==> config.mk <==
export PLATFORM = sky130hd
export DESIGN_NAME = mem_access_seq_flat
export DESIGN_NICKNAME = d
export VERILOG_FILES = /design/src/rtl/mem_access_seq_if.sv /design/src/rtl/mem_access_seq.sv /design/src/flat_wrapper.sv
export SDC_FILE = /design/constraint.sdc
export NUM_CORES = 1
export LEC_CHECK = 0
export ABC_AREA = 0
export CAP_MARGIN = 20
export CORE_ASPECT_RATIO = 0.9
export CORE_MARGIN = 2
export CORE_UTILIZATION = 40
export DETAILED_ROUTE_END_ITERATION = 6
export GPL_TIMING_DRIVEN = 1
export PLACE_DENSITY = 0.71
export SLEW_MARGIN = 0
export SYNTH_ARGS = -nofsm -noshare
export SYNTH_HDL_FRONTEND = slang
export SYNTH_SLANG_ARGS = --single-unit
==> constraint.sdc <==
create_clock -name clk -period 4.13 [get_ports clk]
set_input_delay 0.6195 -clock clk [delete_from_list [all_inputs] [get_ports clk]]
set_output_delay 0.6195 -clock clk [all_outputs]
set_load 0.01 [all_outputs]
==> src/rtl/mem_access_seq_if.sv <==
// Request/memory/response bundle for mem_access_seq.
// rsp_cause exists only when MEMSEQ_EXC_CAUSE_EN is defined.
interface mem_access_seq_if #(
    parameter int ADDR_W = 32,
    parameter int DATA_W = 32
);
    logic              req_valid;
    logic              req_ready;
    logic [1:0]        req_op;
    logic [1:0]        req_size;
    logic [ADDR_W-1:0] req_addr;
    logic [DATA_W-1:0] req_wdata;
    logic [ADDR_W-1:0] mem_addr;
    logic              mem_wr;
    logic [DATA_W-1:0] mem_wdata;
    logic [DATA_W-1:0] mem_rdata;
    logic              rsp_valid;
    logic [DATA_W-1:0] rsp_data;
    logic              rsp_excpt;
    logic              busy;
`ifdef MEMSEQ_EXC_CAUSE_EN
    logic [1:0]        rsp_cause;
`endif

    modport slave (
        input  req_valid, req_op, req_size, req_addr, req_wdata, mem_rdata,
`ifdef MEMSEQ_EXC_CAUSE_EN
        output rsp_cause,
`endif
        output req_ready, mem_addr, mem_wr, mem_wdata, rsp_valid, rsp_data,
               rsp_excpt, busy
    );

    modport master (
        output req_valid, req_op, req_size, req_addr, req_wdata, mem_rdata,
`ifdef MEMSEQ_EXC_CAUSE_EN
        input  rsp_cause,
`endif
        input  req_ready, mem_addr, mem_wr, mem_wdata, rsp_valid, rsp_data,
               rsp_excpt, busy
    );
endinterface

==> src/rtl/mem_access_seq.sv <==
// Memory-access sequencer: fetch/load/store with MEM_LATENCY wait, sub-word RMW, exceptions.
// Optional MEMSEQ_EXC_CAUSE_EN adds rsp_cause on the interface.
module mem_access_seq #(
    parameter int ADDR_W      = 32,
    parameter int DATA_W      = 32,
    parameter int MEM_LATENCY = 2
) (
    input  logic             clk,
    input  logic             reset,
    mem_access_seq_if.slave  bus
);
    localparam logic [2:0] S_IDLE  = 3'd0;
    localparam logic [2:0] S_READ  = 3'd1;
    localparam logic [2:0] S_WRITE = 3'd2;
    localparam logic [2:0] S_RESP  = 3'd3;
    localparam logic [2:0] S_EXC   = 3'd4;

    localparam logic [1:0] OP_FETCH = 2'b00;
    localparam logic [1:0] OP_STORE = 2'b10;
    localparam logic [1:0] OP_RSVD  = 2'b11;
    localparam logic [1:0] SZ_BYTE  = 2'b00;
    localparam logic [1:0] SZ_HALF  = 2'b01;
    localparam logic [1:0] SZ_WORD  = 2'b10;
    localparam logic [1:0] SZ_RSVD  = 2'b11;

    localparam int              CNT_W  = $clog2(MEM_LATENCY + 1);
    localparam logic [CNT_W-1:0] CNT_RD = CNT_W'(MEM_LATENCY - 1);
    localparam logic [CNT_W-1:0] CNT_1  = CNT_W'(1);

    function automatic logic misaligned(input logic [1:0] size, input logic [1:0] a);
        return (size == SZ_HALF && a[0]) || (size == SZ_WORD && a != 2'b00);
    endfunction

    function automatic logic reserved(input logic [1:0] op, input logic [1:0] size);
        return (op == OP_RSVD) || (size == SZ_RSVD) || (op == OP_FETCH && size != SZ_WORD);
    endfunction

    function automatic logic [DATA_W-1:0] load_fmt(input logic [1:0] size, input logic [1:0] a,
                                                    input logic [DATA_W-1:0] rd);
        logic [DATA_W-1:0] sh;
        logic [DATA_W-1:0] res;
        sh = rd >> {a, 3'b000};
        case (size)
            SZ_BYTE: res = {{(DATA_W-8){sh[7]}}, sh[7:0]};
            SZ_HALF: res = {{(DATA_W-16){sh[15]}}, sh[15:0]};
            default: res = rd;
        endcase
        return res;
    endfunction

    // Only the addressed lane is replaced; the mask confines wd to that lane.
    function automatic logic [DATA_W-1:0] merge(input logic [1:0] size, input logic [1:0] a,
                                                 input logic [DATA_W-1:0] rd, input logic [15:0] wd);
        logic [DATA_W-1:0] m;
        logic [DATA_W-1:0] w;
        m = (size == SZ_BYTE) ? DATA_W'(16'h00FF) : DATA_W'(16'hFFFF);
        m = m << {a, 3'b000};
        w = DATA_W'(wd) << {a, 3'b000};
        return (rd & ~m) | (w & m);
    endfunction

    logic [2:0]        state_q, state_d;
    logic [CNT_W-1:0]  cnt_q, cnt_d;
    logic [1:0]        op_q, op_d, size_q, size_d, a_q, a_d;
    logic [15:0]       wd_q, wd_d;
    logic [ADDR_W-1:0] mem_addr_q, mem_addr_d;
    logic [DATA_W-1:0] mem_wdata_q, mem_wdata_d;
    logic [DATA_W-1:0] rsp_data_q, rsp_data_d;
    logic              mem_wr_q, mem_wr_d;
    logic              rsp_valid_q, rsp_valid_d;
    logic              rsp_excpt_q, rsp_excpt_d;
    logic              exc_in;

    assign exc_in = misaligned(bus.req_size, bus.req_addr[1:0]) || reserved(bus.req_op, bus.req_size);

    // Word stores and exceptions spend one silent cycle (cnt=1) so every response
    // and strobe leaves a register on a state edge with a fixed latency.
    always_comb begin
        state_d     = state_q;
        cnt_d       = cnt_q;
        op_d        = op_q;
        size_d      = size_q;
        a_d         = a_q;
        wd_d        = wd_q;
        mem_addr_d  = mem_addr_q;
        mem_wdata_d = mem_wdata_q;
        rsp_data_d  = '0;
        case (state_q)
            S_IDLE: if (bus.req_valid) begin
                op_d   = bus.req_op;
                size_d = bus.req_size;
                a_d    = bus.req_addr[1:0];
                wd_d   = bus.req_wdata[15:0];
                if (exc_in) begin
                    state_d = S_EXC;
                    cnt_d   = CNT_1;
                end else begin
                    mem_addr_d = {bus.req_addr[ADDR_W-1:2], 2'b00};
                    if (bus.req_op == OP_STORE && bus.req_size == SZ_WORD) begin
                        state_d     = S_WRITE;
                        cnt_d       = CNT_1;
                        mem_wdata_d = bus.req_wdata;
                    end else begin
                        state_d = S_READ;
                        cnt_d   = CNT_RD;
                    end
                end
            end
            S_READ: if (cnt_q == '0) begin
                if (op_q == OP_STORE) begin
                    state_d     = S_WRITE;
                    mem_wdata_d = merge(size_q, a_q, bus.mem_rdata, wd_q);
                end else begin
                    state_d    = S_RESP;
                    rsp_data_d = load_fmt(size_q, a_q, bus.mem_rdata);
                end
            end else begin
                cnt_d = cnt_q - CNT_1;
            end
            S_WRITE: if (cnt_q == '0) state_d = S_RESP;
                     else             cnt_d   = cnt_q - CNT_1;
            S_EXC:   if (cnt_q == '0) state_d = S_IDLE;
                     else             cnt_d   = cnt_q - CNT_1;
            default: state_d = S_IDLE;
        endcase
        mem_wr_d    = (state_d == S_WRITE) && (cnt_d == '0);
        rsp_excpt_d = (state_d == S_EXC) && (cnt_d == '0);
        rsp_valid_d = (state_d == S_RESP) || rsp_excpt_d;
    end

    always_ff @(posedge clk or negedge reset) begin
        if (!reset) begin
            state_q     <= S_IDLE;
            cnt_q       <= '0;
            op_q        <= '0;
            size_q      <= '0;
            a_q         <= '0;
            wd_q        <= '0;
            mem_addr_q  <= '0;
            mem_wdata_q <= '0;
            rsp_data_q  <= '0;
            mem_wr_q    <= 1'b0;
            rsp_valid_q <= 1'b0;
            rsp_excpt_q <= 1'b0;
        end else begin
            state_q     <= state_d;
            cnt_q       <= cnt_d;
            op_q        <= op_d;
            size_q      <= size_d;
            a_q         <= a_d;
            wd_q        <= wd_d;
            mem_addr_q  <= mem_addr_d;
            mem_wdata_q <= mem_wdata_d;
            rsp_data_q  <= rsp_data_d;
            mem_wr_q    <= mem_wr_d;
            rsp_valid_q <= rsp_valid_d;
            rsp_excpt_q <= rsp_excpt_d;
        end
    end

`ifdef MEMSEQ_EXC_CAUSE_EN
    logic [1:0] cause_q, cause_d;

    // Misaligned wins over reserved when both apply.
    always_comb begin
        cause_d = 2'b00;
        if (rsp_excpt_d) cause_d = misaligned(size_q, a_q) ? 2'b01 : 2'b10;
    end

    always_ff @(posedge clk or negedge reset) begin
        if (!reset) cause_q <= 2'b00;
        else        cause_q <= cause_d;
    end

    assign bus.rsp_cause = cause_q;
`endif

    assign bus.req_ready = (state_q == S_IDLE);
    assign bus.busy      = (state_q != S_IDLE);
    assign bus.mem_addr  = mem_addr_q;
    assign bus.mem_wr    = mem_wr_q;
    assign bus.mem_wdata = mem_wdata_q;
    assign bus.rsp_valid = rsp_valid_q;
    assign bus.rsp_data  = rsp_data_q;
    assign bus.rsp_excpt = rsp_excpt_q;
endmodule

==> src/flat_wrapper.sv <==
// flat-port wrapper written by rule: the top's interface ports become plain ports
module mem_access_seq_flat 
#(
    parameter int ADDR_W      = 32,
    parameter int DATA_W      = 32,
    parameter int MEM_LATENCY = 2
)
  (clk, reset, bus_req_valid, bus_req_op, bus_req_size, bus_req_addr, bus_req_wdata, bus_mem_rdata, bus_req_ready, bus_mem_addr, bus_mem_wr, bus_mem_wdata, bus_rsp_valid, bus_rsp_data, bus_rsp_excpt, bus_busy);
  mem_access_seq_if #(.ADDR_W(ADDR_W), .DATA_W(DATA_W)) bus_i ();
  input  logic clk;
  input  logic reset;
  input wire logic [$bits(bus_i.req_valid)-1:0] bus_req_valid;
  input wire logic [$bits(bus_i.req_op)-1:0] bus_req_op;
  input wire logic [$bits(bus_i.req_size)-1:0] bus_req_size;
  input wire logic [$bits(bus_i.req_addr)-1:0] bus_req_addr;
  input wire logic [$bits(bus_i.req_wdata)-1:0] bus_req_wdata;
  input wire logic [$bits(bus_i.mem_rdata)-1:0] bus_mem_rdata;
  output wire logic [$bits(bus_i.req_ready)-1:0] bus_req_ready;
  output wire logic [$bits(bus_i.mem_addr)-1:0] bus_mem_addr;
  output wire logic [$bits(bus_i.mem_wr)-1:0] bus_mem_wr;
  output wire logic [$bits(bus_i.mem_wdata)-1:0] bus_mem_wdata;
  output wire logic [$bits(bus_i.rsp_valid)-1:0] bus_rsp_valid;
  output wire logic [$bits(bus_i.rsp_data)-1:0] bus_rsp_data;
  output wire logic [$bits(bus_i.rsp_excpt)-1:0] bus_rsp_excpt;
  output wire logic [$bits(bus_i.busy)-1:0] bus_busy;
  assign bus_i.req_valid = bus_req_valid;
  assign bus_i.req_op = bus_req_op;
  assign bus_i.req_size = bus_req_size;
  assign bus_i.req_addr = bus_req_addr;
  assign bus_i.req_wdata = bus_req_wdata;
  assign bus_i.mem_rdata = bus_mem_rdata;
  assign bus_req_ready = bus_i.req_ready;
  assign bus_mem_addr = bus_i.mem_addr;
  assign bus_mem_wr = bus_i.mem_wr;
  assign bus_mem_wdata = bus_i.mem_wdata;
  assign bus_rsp_valid = bus_i.rsp_valid;
  assign bus_rsp_data = bus_i.rsp_data;
  assign bus_rsp_excpt = bus_i.rsp_excpt;
  assign bus_busy = bus_i.busy;
  mem_access_seq #(.ADDR_W(ADDR_W), .DATA_W(DATA_W), .MEM_LATENCY(MEM_LATENCY)) u_core (.clk(clk), .reset(reset), .bus(bus_i));
endmodule
### Word level (Yosys, flattened, before mapping)

Cells that the tools add are included.

* eq/ne operators: 19
* $mul: 0
* magnitude comparators: 0
* shift operators: 3
* add/sub/neg operators: 1
* div/mod/pow operators: 0
* bitwise operators: 5
* reduce and logical (&&, ||, !) cells: 23
* muxes and demuxes: 22

Operators with widths (count)
* 32-bit 2-to-1 mux: 8
* 32-bit one-hot mux with 2 select lines: 2
* 32-bit AND: 2
* 32-bit inverter: 1
* 32-bit bitwise OR: 1
* 16-bit by 5-bit left shift with 32-bit output: 1
* 32-bit by 5-bit left shift with 32-bit output: 1
* 32-bit by 5-bit right shift with 16-bit output: 1
* 16-bit 2-to-1 mux: 1
* 3-bit 2-to-1 mux: 5
* 3-bit one-hot mux with 4 select lines: 1
* 2-bit equality test, second input constant: 5
* 3-bit by 2-bit equality test with 1-bit output, second input constant: 3
* 2-bit zero test: 4
* 3-bit equality test, second input constant: 2
* 1-bit logical AND: 6
* 2-bit 2-to-1 mux: 3
* 2-bit by 1-bit != test with 1-bit output, second input constant: 3
* 2-bit != test, second input constant: 3
* 6-bit AND reduction: 1
* 1-bit logical OR: 5
* 2-bit by 1-bit equality test with 1-bit output, second input constant: 2
* 2-bit one-hot mux with 2 select lines: 1
* 2-bit nonzero test: 2
* 9 further kinds: 9

* latch bits: 0
* register bits: 124
* output and inout bits: 101
* ROM bits: 0
* memories: 0
* bits in writable memories: 0
* word-level logic and storage cells: 85

### Longest topological paths before layout

Gate-level depths: netlist (run 1).

* depth in word-level cells: 10
* depth in mapped cells: 8
* depth with buffers taken out: 4

### Worst setup path before layout (run 1)

Ideal clock, no wire load.

* path type: input -> register
* from: in bus_req_valid
* to: reg u_core.mem_wdata_q[10], in the netlist u_core.bus.mem_wdata[10]
* arrival: 2009 ps
* data required time: 4005 ps
* stages: 6
* path buffers: 2
* slack: 1996 ps
* library setup time: 125 ps
* path through: or4b_1 -> o31ai_4 -> and2_1 -> buf_6 -> buf_12 -> mux2_4

* cells in the longest elaborated chain, start to end: 2

Ends and longest elaborated chain
* from (decl): line flat_wrapper.sv:12 `input wire logic [$bits(bus_i.req_valid)-1:0] bus_req_valid;`
* 2-bit != test (no line)
* 6-bit AND reduction (no line)
* to (signal assigned): line mem_access_seq.sv:153 `mem_wdata_q <= mem_wdata_d;`
* to (decl): line mem_access_seq.sv:67 `logic [DATA_W-1:0] mem_wdata_q, mem_wdata_d;`

No other way between the ends.
A chain may end at the register's enable or synchronous reset.

### Worst setup path after layout (run 1)

* from: reg u_core.a_q[1]
* to: reg u_core.mem_wdata_q[21], in the netlist u_core.bus.mem_wdata[21]

* cells in the longest elaborated chain, start to end: 7
* elaborated cells on any way between the ends: 9
* classes of those cells: shift (2); mux (3); bitwise (4)

Ends and longest elaborated chain
* from (decl): line mem_access_seq.sv:64 `logic [1:0] op_q, op_d, size_q, size_d, a_q, a_d;`
* from (signal assigned): line mem_access_seq.sv:137 `a_q <= '0;`
* from (signal assigned): line mem_access_seq.sv:150 `a_q <= a_d;`
* 32-bit by 5-bit left shift with 32-bit output: line mem_access_seq.sv:57 `m = m << {a, 3'b000};`
* 32-bit inverter: line mem_access_seq.sv:59 `return (rd & ~m) | (w & m);`
* 32-bit AND: line mem_access_seq.sv:59
* 32-bit bitwise OR (*): line mem_access_seq.sv:59
* 32-bit 2-to-1 mux (*): line mem_access_seq.sv:110 `if (op_q == OP_STORE) begin`
* 32-bit 2-to-1 mux (*): line mem_access_seq.sv:109 `S_READ: if (cnt_q == '0) begin`
* 32-bit one-hot mux with 2 select lines (*): line mem_access_seq.sv:88 `case (state_q)`

Every way passes the cells marked *; elsewhere a longest branch is shown, timed or not. The select of a mux whose other input is x is not followed.

==> impl_metrics.json, run 1 <==
{
  "outcome": "completed",
  "cts.htree.levels": 4,
  "report.final.hold_viol_count": 0,
  "maxClockFrequency_ghz": 0.379,
  "pin_count": 204,
  "path_max_fanout": 25,
  "critPathLaunchType": "flop",
  "min-delay-path-class": "in -> async",
  "die-area_um2": 16700,
  "number_of_synthesized_register_bits": 124,
  "global_route.overflow_total": 0,
  "worstSetupEndpointType": "flop",
  "final_max_slew_viol_count": 0,
  "finalWorstSetupSlack_ns": 1.49,
  "finalClockSkew_ns": 0.00622,
  "fin_crit_sh": 0.639,
  "maxCapViolations": 0,
  "clkSlewWorstSetupHoldPaths_ns": 0.06,
  "dp_hpwl_mm": 14.5,
  "place_congestion": 0.907,
  "synthesis.area_per_instance_um2": 10.2,
  "postCtsSetupRepairBufs": 0,
  "layout-drive-gt1-share": 0.153,
  "summed_instance_area_of_the_synthesized_netlist_um2": 6260,
  "arrival_worst_endpoint_ns": 2.97,
  "synth-seq-area-share": 0.495,
  "time_the_final_worst_path_needs_with_i_o_delays_and_setup_ns": 2.64,
  "route.final.wire_length_mm": 19.7,
  "antenna_cells_inserted": 0,
  "power_density_nw_per_um2": 752,
  "place_worst_setup_slack_ns": 1.14,
  "yosysWarningCount": 0,
  "setup.reg_to_reg.worst_slack_ns": 1.49,
  "port_buffers": 201,
  "chipHeight_um": 123,
  "drcViolationCount": 0,
  "fp.coreArea_um2": 15400,
  "post_drt_wl_per_cell_um": 19.4,
  "chipWidth_um": 136,
  "grt_pass1_vias": 5367,
  "post_synth_num_cell_types": 59,
  "grt.total_usage": 0.239,
  "clk-insertion-delay-late_ns": 0.42,
  "number_of_enable_flip_flop_cells_after_synthesis": 0,
  "placement_rows": 43,
  "cts.sink_count": 124,
  "final.fill_count": 1287,
  "final_nets": 900,
  "grt_setup_unrepaired": "no",
  "start_util": 0.407,
  "detail_route.first_pass.iterations": 4,
  "largest_net_degree_at_the_start_of_global_routing": 79,
  "setup_total_negative_slack_ns": 0,
  "static_leakage_nw": 3.89,
  "tritoncts": "yes",
  "initialDrtViolationCount": 492,
  "cts_hold_buffers": 0,
  "setup.worst_path.class": "reg -> reg",
  "max-vdd-ir-drop_mv": 0.380,
  "detailroute.via_count": 5497,
  "clock_path_buffers": 2,
  "area_delta_synth_final_pct": 43.7,
  "ys_dominant_reg_cell": "sky130_fd_sc_hd__dfrtp_1",
  "critical_path_required_ns": 4.46,
  "post_cts_resize_count": 0,
  "drtAntennaViolNets": 0,
  "grt_antenna_before_repair": 0,
  "final_setup_viols": 0,
  "clock_tree.root_cell": "sky130_fd_sc_hd__clkbuf_16",
  "synth_cells": 612,
  "fraction_of_registers_with_async_set_reset": 1.00,
  "post_drt_via_cell_ratio": 5.43,
  "worst_slew_margin_relative_to_its_limit": 0.290,
  "tritoncts.num_buffers": 17,
  "grt_pass1_wl_mm": 29.9,
  "post-route-cell-area_um2": 9000,
  "total_power_mw": 6.77,
  "tightestPinTransition_ns": 1.07,
  "dpl-instance-area_um2": 8390
}
==> worst max-delay path, stage by stage, from the launching register on <==
cell and delay (ns):
sky130_fd_sc_hd__dfrtp_1 0.96, sky130_fd_sc_hd__nor2b_1 0.62, sky130_fd_sc_hd__o21ba_2 0.35, sky130_fd_sc_hd__or3_1 0.41, sky130_fd_sc_hd__a41oi_1 0.21
==> cell families (layout without fill, tap and decap cells) <==
logic type	count (synthesis)	count (layout)	share of synthesized area
muxes	79	79	0.154
and+or+nand+nor	179	179	0.132
other	1	2	0.000599
AOI/OAI and AO/OA	151	151	0.161
buffers and inverters	78	275	0.0571
DFF	124	124	0.495
==> synth_stat cells, types with 2 or more instances <==
master	number	area, um2
sky130_fd_sc_hd__a21o_1	2	15.0
sky130_fd_sc_hd__a21oi_1	37	185
sky130_fd_sc_hd__a221oi_1	7	61.3
sky130_fd_sc_hd__a22o_1	7	61.3
sky130_fd_sc_hd__a22oi_1	8	60.1
sky130_fd_sc_hd__a31oi_1	2	12.5
sky130_fd_sc_hd__a41oi_1	8	70.1
sky130_fd_sc_hd__buf_1	4	15.0
sky130_fd_sc_hd__buf_12	2	40.0
sky130_fd_sc_hd__buf_2	8	40.0
sky130_fd_sc_hd__buf_4	2	15.0
sky130_fd_sc_hd__buf_6	2	22.5
sky130_fd_sc_hd__clkbuf_1	29	109
sky130_fd_sc_hd__clkinv_1	2	7.51
sky130_fd_sc_hd__dfrtp_1	124	3100
sky130_fd_sc_hd__inv_1	29	109
sky130_fd_sc_hd__mux2_2	40	450
sky130_fd_sc_hd__mux2_4	22	330
sky130_fd_sc_hd__mux2i_1	16	160
sky130_fd_sc_hd__nand2_1	112	420
sky130_fd_sc_hd__nand2b_1	6	37.5
sky130_fd_sc_hd__nand3_1	16	80.1
sky130_fd_sc_hd__nand3b_1	3	22.5
sky130_fd_sc_hd__nor2_1	12	45.0
sky130_fd_sc_hd__nor2b_1	2	12.5
sky130_fd_sc_hd__nor3_1	3	15.0
sky130_fd_sc_hd__o211ai_1	16	120
sky130_fd_sc_hd__o21ai_0	38	190
sky130_fd_sc_hd__o22ai_1	7	43.8
sky130_fd_sc_hd__o311ai_0	8	70.1
sky130_fd_sc_hd__or2_2	2	12.5
sky130_fd_sc_hd__or3_1	9	56.3
==> cell type report <==
class | count | area, um2 | area share
Sequential cell | 124 | 3100 | 0.345
Multi-Input combinational cell | 411 | 2820 | 0.313
Timing Repair Buffer | 212 | 2120 | 0.235
Clock buffer | 19 | 453 | 0.0503
Tap cell | 202 | 253 | 0.0281
Clock inverter | 13 | 141 | 0.0157
Inverter | 31 | 116 | 0.0129
==> final timing paths <==
path                                                        endpoint  cells after the start                                 from
worst min register to register   u_core.bus.mem_addr[19]$_DFFE_PN0P_                      1  u_core.bus.mem_addr[19]$_DFFE_PN0P_
worst max-delay path            u_core.bus.mem_wdata[21]$_DFFE_PN0P_                      4            u_core.a_q[1]$_DFFE_PN0P_
min in group clk                 u_core.bus.mem_addr[19]$_DFFE_PN0P_                      1  u_core.bus.mem_addr[19]$_DFFE_PN0P_
worst min-delay path             u_core.bus.mem_addr[29]$_DFFE_PN0P_                      1                                reset
worst max register to register  u_core.bus.mem_wdata[21]$_DFFE_PN0P_                      4            u_core.a_q[1]$_DFFE_PN0P_
max in group asynchronous                 u_core.wd_q[0]$_DFFE_PN0P_                      2                                reset
==> layout by cell type, fill, tap and decap left out, types with 8 or more instances in the layout <==
master                            count
sky130_fd_sc_hd__a21oi_1             37
sky130_fd_sc_hd__a22oi_1              8
sky130_fd_sc_hd__a41oi_1              8
sky130_fd_sc_hd__buf_4               10
sky130_fd_sc_hd__clkbuf_16           17
sky130_fd_sc_hd__clkdlybuf4s50_1    200
sky130_fd_sc_hd__dfrtp_1            124
sky130_fd_sc_hd__inv_1               29
sky130_fd_sc_hd__mux2_2              40
sky130_fd_sc_hd__mux2_4              22
sky130_fd_sc_hd__mux2i_1             16
sky130_fd_sc_hd__nand2_1            112
sky130_fd_sc_hd__nand3_1             16
sky130_fd_sc_hd__nor2_1              11
sky130_fd_sc_hd__o211ai_1            16
sky130_fd_sc_hd__o21ai_0             38
sky130_fd_sc_hd__o311ai_0             8
sky130_fd_sc_hd__or3_1                9
==> per-layer routing <==
metal  up-vias  global-route usage  share of wire
met1      2635               0.314           0.41
met3        33              0.0636          0.087
li1       2548                   -              -
met5         -                   0              0
met2       281               0.376           0.48
met4         0              0.0990          0.023
==> stage by stage <==
stage	std cells	hold WS, ns	util
finish	1012	0.172	0.585
global route	1012	0.211	0.585
CTS	1011	0.398	0.584
detailed placement	979	0.493	0.545
global placement	979	0.477	0.545
floorplan	613	0.324	-
==> power by group <==
group          leakage, nW  switching (mW)  internal (mW)
logic                 2.06            1.50           1.62
registers             1.55           0.451           1.72
clock network        0.286           0.561          0.921
total                 3.89            2.51           4.26
==> registers in the layout, summed over array words and instances, names as in the netlist <==
signal                count
u_core.bus.rsp_excpt      1
u_core.bus.mem_wdata     32
u_core.a_q                2
u_core.op_q               2
u_core.bus.rsp_data      32
u_core.wd_q              16
u_core.bus.mem_wr         1
u_core.bus.mem_addr      30
u_core.cnt_q              2
u_core.bus.rsp_valid      1
u_core.size_q             2
u_core.state_q            3
Power figures use the tool's default switching activity.
==> run 2, diff against run 1 <==
PLACE_DENSITY = 0.74   (was 0.71)
clock period = 2.2 ns   (was 4.13 ns; I/O delays follow)
==> run 2 against run 1 <==
  * Hold slack better by 0.23 ns
  * Non-clock buffer count is 33 higher
  * Register-to-register slack worse by 1.4 ns
  * Total power up 99%
  * Critical endpoint is now u_core.bus.mem_addr[23]$_DFFE_PN0P_
==> impl_metrics.json, run 2 (same netlist as run 1, synthesis figures left out) <==
{
  "cts.sink_count": 124,
  "critPathLaunchType": "flop",
  "crit_top_cell": "sky130_fd_sc_hd__buf_4",
  "maxCapViolations": 0,
  "layout.cells.non_filler": 1044,
  "setup_total_negative_slack_ns": 0,
  "worstRegToRegCells": 6,
  "setup.worst_path.class": "reg -> reg",
  "worst_slew_margin_relative_to_its_limit": 0.644,
  "detailroute.via_count": 5637,
  "dp_hpwl_mm": 15.2,
  "cp-endpoint": "u_core.bus.mem_addr[23]$_DFFE_PN0P_",
  "fp.coreArea_um2": 15400,
  "grt_pass1_wl_mm": 31.1,
  "clkSlewWorstSetupHoldPaths_ns": 0.06,
  "chipWidth_um": 136,
  "grt_pass1_vias": 5673,
  "clock_path_buffers": 2,
  "power_density_nw_per_um2": 1430,
  "worstSetupEndpointType": "flop",
  "static_leakage_nw": 4.11,
  "time_the_final_worst_path_needs_with_i_o_delays_and_setup_ns": 2.12,
  "cts.htree.levels": 4,
  "arrival_worst_endpoint_ns": 2.43,
  "grt_setup_unrepaired": "no",
  "chipHeight_um": 123,
  "finalWorstSetupSlack_ns": 0.0767,
  "final_setup_viols": 0,
  "most-common-layout-cells": "sky130_fd_sc_hd__clkdlybuf4s50_1 (198), sky130_fd_sc_hd__dfrtp_1 (123), sky130_fd_sc_hd__nand2_1 (112), sky130_fd_sc_hd__mux2_2 (40), sky130_fd_sc_hd__o21ai_0 (38)",
  "critical_path_required_ns": 2.51,
  "initialDrtViolationCount": 520,
  "drcViolationCount": 0,
  "final_nets": 933,
  "largest_net_degree_at_the_start_of_global_routing": 57,
  "final.hold.worst_slack_ns": 0.400,
  "crit_start": "u_core.state_q[2]$_DFF_PN0_",
  "maxClockFrequency_ghz": 0.471,
  "max-vdd-ir-drop_mv": 0.791,
  "min-delay-path-class": "in -> async",
  "die-area_um2": 16700,
  "start_util": 0.407,
  "drtAntennaViolNets": 0,
  "detail_route.first_pass.iterations": 5,
  "report.final.hold_viol_count": 0,
  "antenna_cells_inserted": 0,
  "clk-insertion-delay-late_ns": 0.42,
  "critPathSlowestCell": "sky130_fd_sc_hd__or4b_4",
  "area_delta_synth_final_pct": 50.1,
  "worst_path_largest_cell_delay_ns": 0.57,
  "pin_count": 204,
  "crit_path_cells": "buf_4 > or4b_4 > buf_4 > nor2_4 > clkbuf_16 > mux2_2",
  "global_route.overflow_total": 0,
  "r2r-start": "u_core.state_q[2]$_DFF_PN0_",
  "final_max_slew_viol_count": 0,
  "dp.cells": 1010,
  "setup.reg_to_reg.worst_slack_ns": 0.08,
  "clock_tree.root_cell": "sky130_fd_sc_hd__clkbuf_16",
  "port_buffers": 201,
  "post-route-cell-area_um2": 9400,
  "post_drt_via_cell_ratio": 5.40,
  "post_drt_wl_per_cell_um": 19.9,
  "place_worst_setup_slack_ns": -0.194,
  "grt_antenna_before_repair": 0,
  "worstReg2RegEnd": "u_core.bus.mem_addr[23]$_DFFE_PN0P_",
  "tightestPinTransition_ns": 0.534,
  "place_congestion": 0.918,
  "tritoncts.num_buffers": 17,
  "mostFrequentLayoutCell": "sky130_fd_sc_hd__clkdlybuf4s50_1",
  "finalClockSkew_ns": 0.00612,
  "outcome": "completed",
  "tritoncts": "yes",
  "route.final.wire_length_mm": 20.7,
  "fin_crit_sh": 0.965,
  "layout-drive-gt1-share": 0.189,
  "grt.total_usage": 0.250,
  "path_max_fanout": 15,
  "dpl-instance-area_um2": 8700,
  "placement_rows": 43
}
==> run 2: how the worst min path moves through the flow <==
stage / depth (start not counted) / endpoint / start
after floorplan: 0 / u_core.a_q[0]$_DFFE_PN0P_ / reset
after global placement: 1 / u_core.bus.rsp_data[18]$_DFF_PN0_ / reset
after detailed placement: 1 / u_core.bus.rsp_data[16]$_DFF_PN0_ / reset
after CTS: 2 / u_core.bus.rsp_data[4]$_DFF_PN0_ / reset
after global routing: 2 / u_core.bus.rsp_data[4]$_DFF_PN0_ / reset
final: 2 / u_core.bus.rsp_data[4]$_DFF_PN0_ / reset
==> run 2: where the power goes <==
group | total, mW | leakage (nW) | switching, mW | internal (mW)
registers | 3.93 | 1.55 | 0.710 | 3.22
logic | 6.45 | 2.25 | 3.08 | 3.37
clock network | 3.07 | 0.305 | 1.06 | 2.01
total | 13.5 | 4.11 | 4.85 | 8.60
==> run 2: timing repair <==
action,CTS,global route
endpoints found under the hold margin,33,0
cloned,0,1
setup buffers,1,0
gates resized for setup,4,4
hold buffers,1,0
setup endpoints to repair,2,28
==> run 2: through the flow <==
stage          total power [mW]   util
3_3_place_gp               10.1  0.565
6_report                   13.5  0.611
2_1_floorplan              7.33      -
4_1_cts                    13.4  0.609
5_1_grt                    14.2  0.611
3_5_place_dp               10.3  0.565
==> run 2: critical path, delay by kind of cell, from the launching register on <==
kind	cells	cell delay [ns]
flops	1	0.38
buf+inv	3	0.55
simple gates	2	0.74
mux	1	0.34
==> run 2: final cells by class <==
| type | instances | area (um2) |
|---|---|---|
| fillers | 1267 | 5990 |
| flip-flops and latches | 124 | 3100 |
| multi-input cells | 411 | 2840 |
| repair buffers | 245 | 2440 |
| clock buffers | 17 | 425 |
| well taps | 202 | 253 |
| clock inverters | 14 | 221 |
| inverters | 31 | 116 |
==> run 2: routing by layer <==
| metal | GRT usage | vias to the layer above | share of wire |
|---|---|---|---|
| met2 | 0.402 | 284 | 0.48 |
| met1 | 0.320 | 2711 | 0.40 |
| li1 | - | 2601 | - |
| met3 | 0.0715 | 41 | 0.090 |
| met4 | 0.0964 | 0 | 0.027 |
| met5 | 0 | - | 0 |
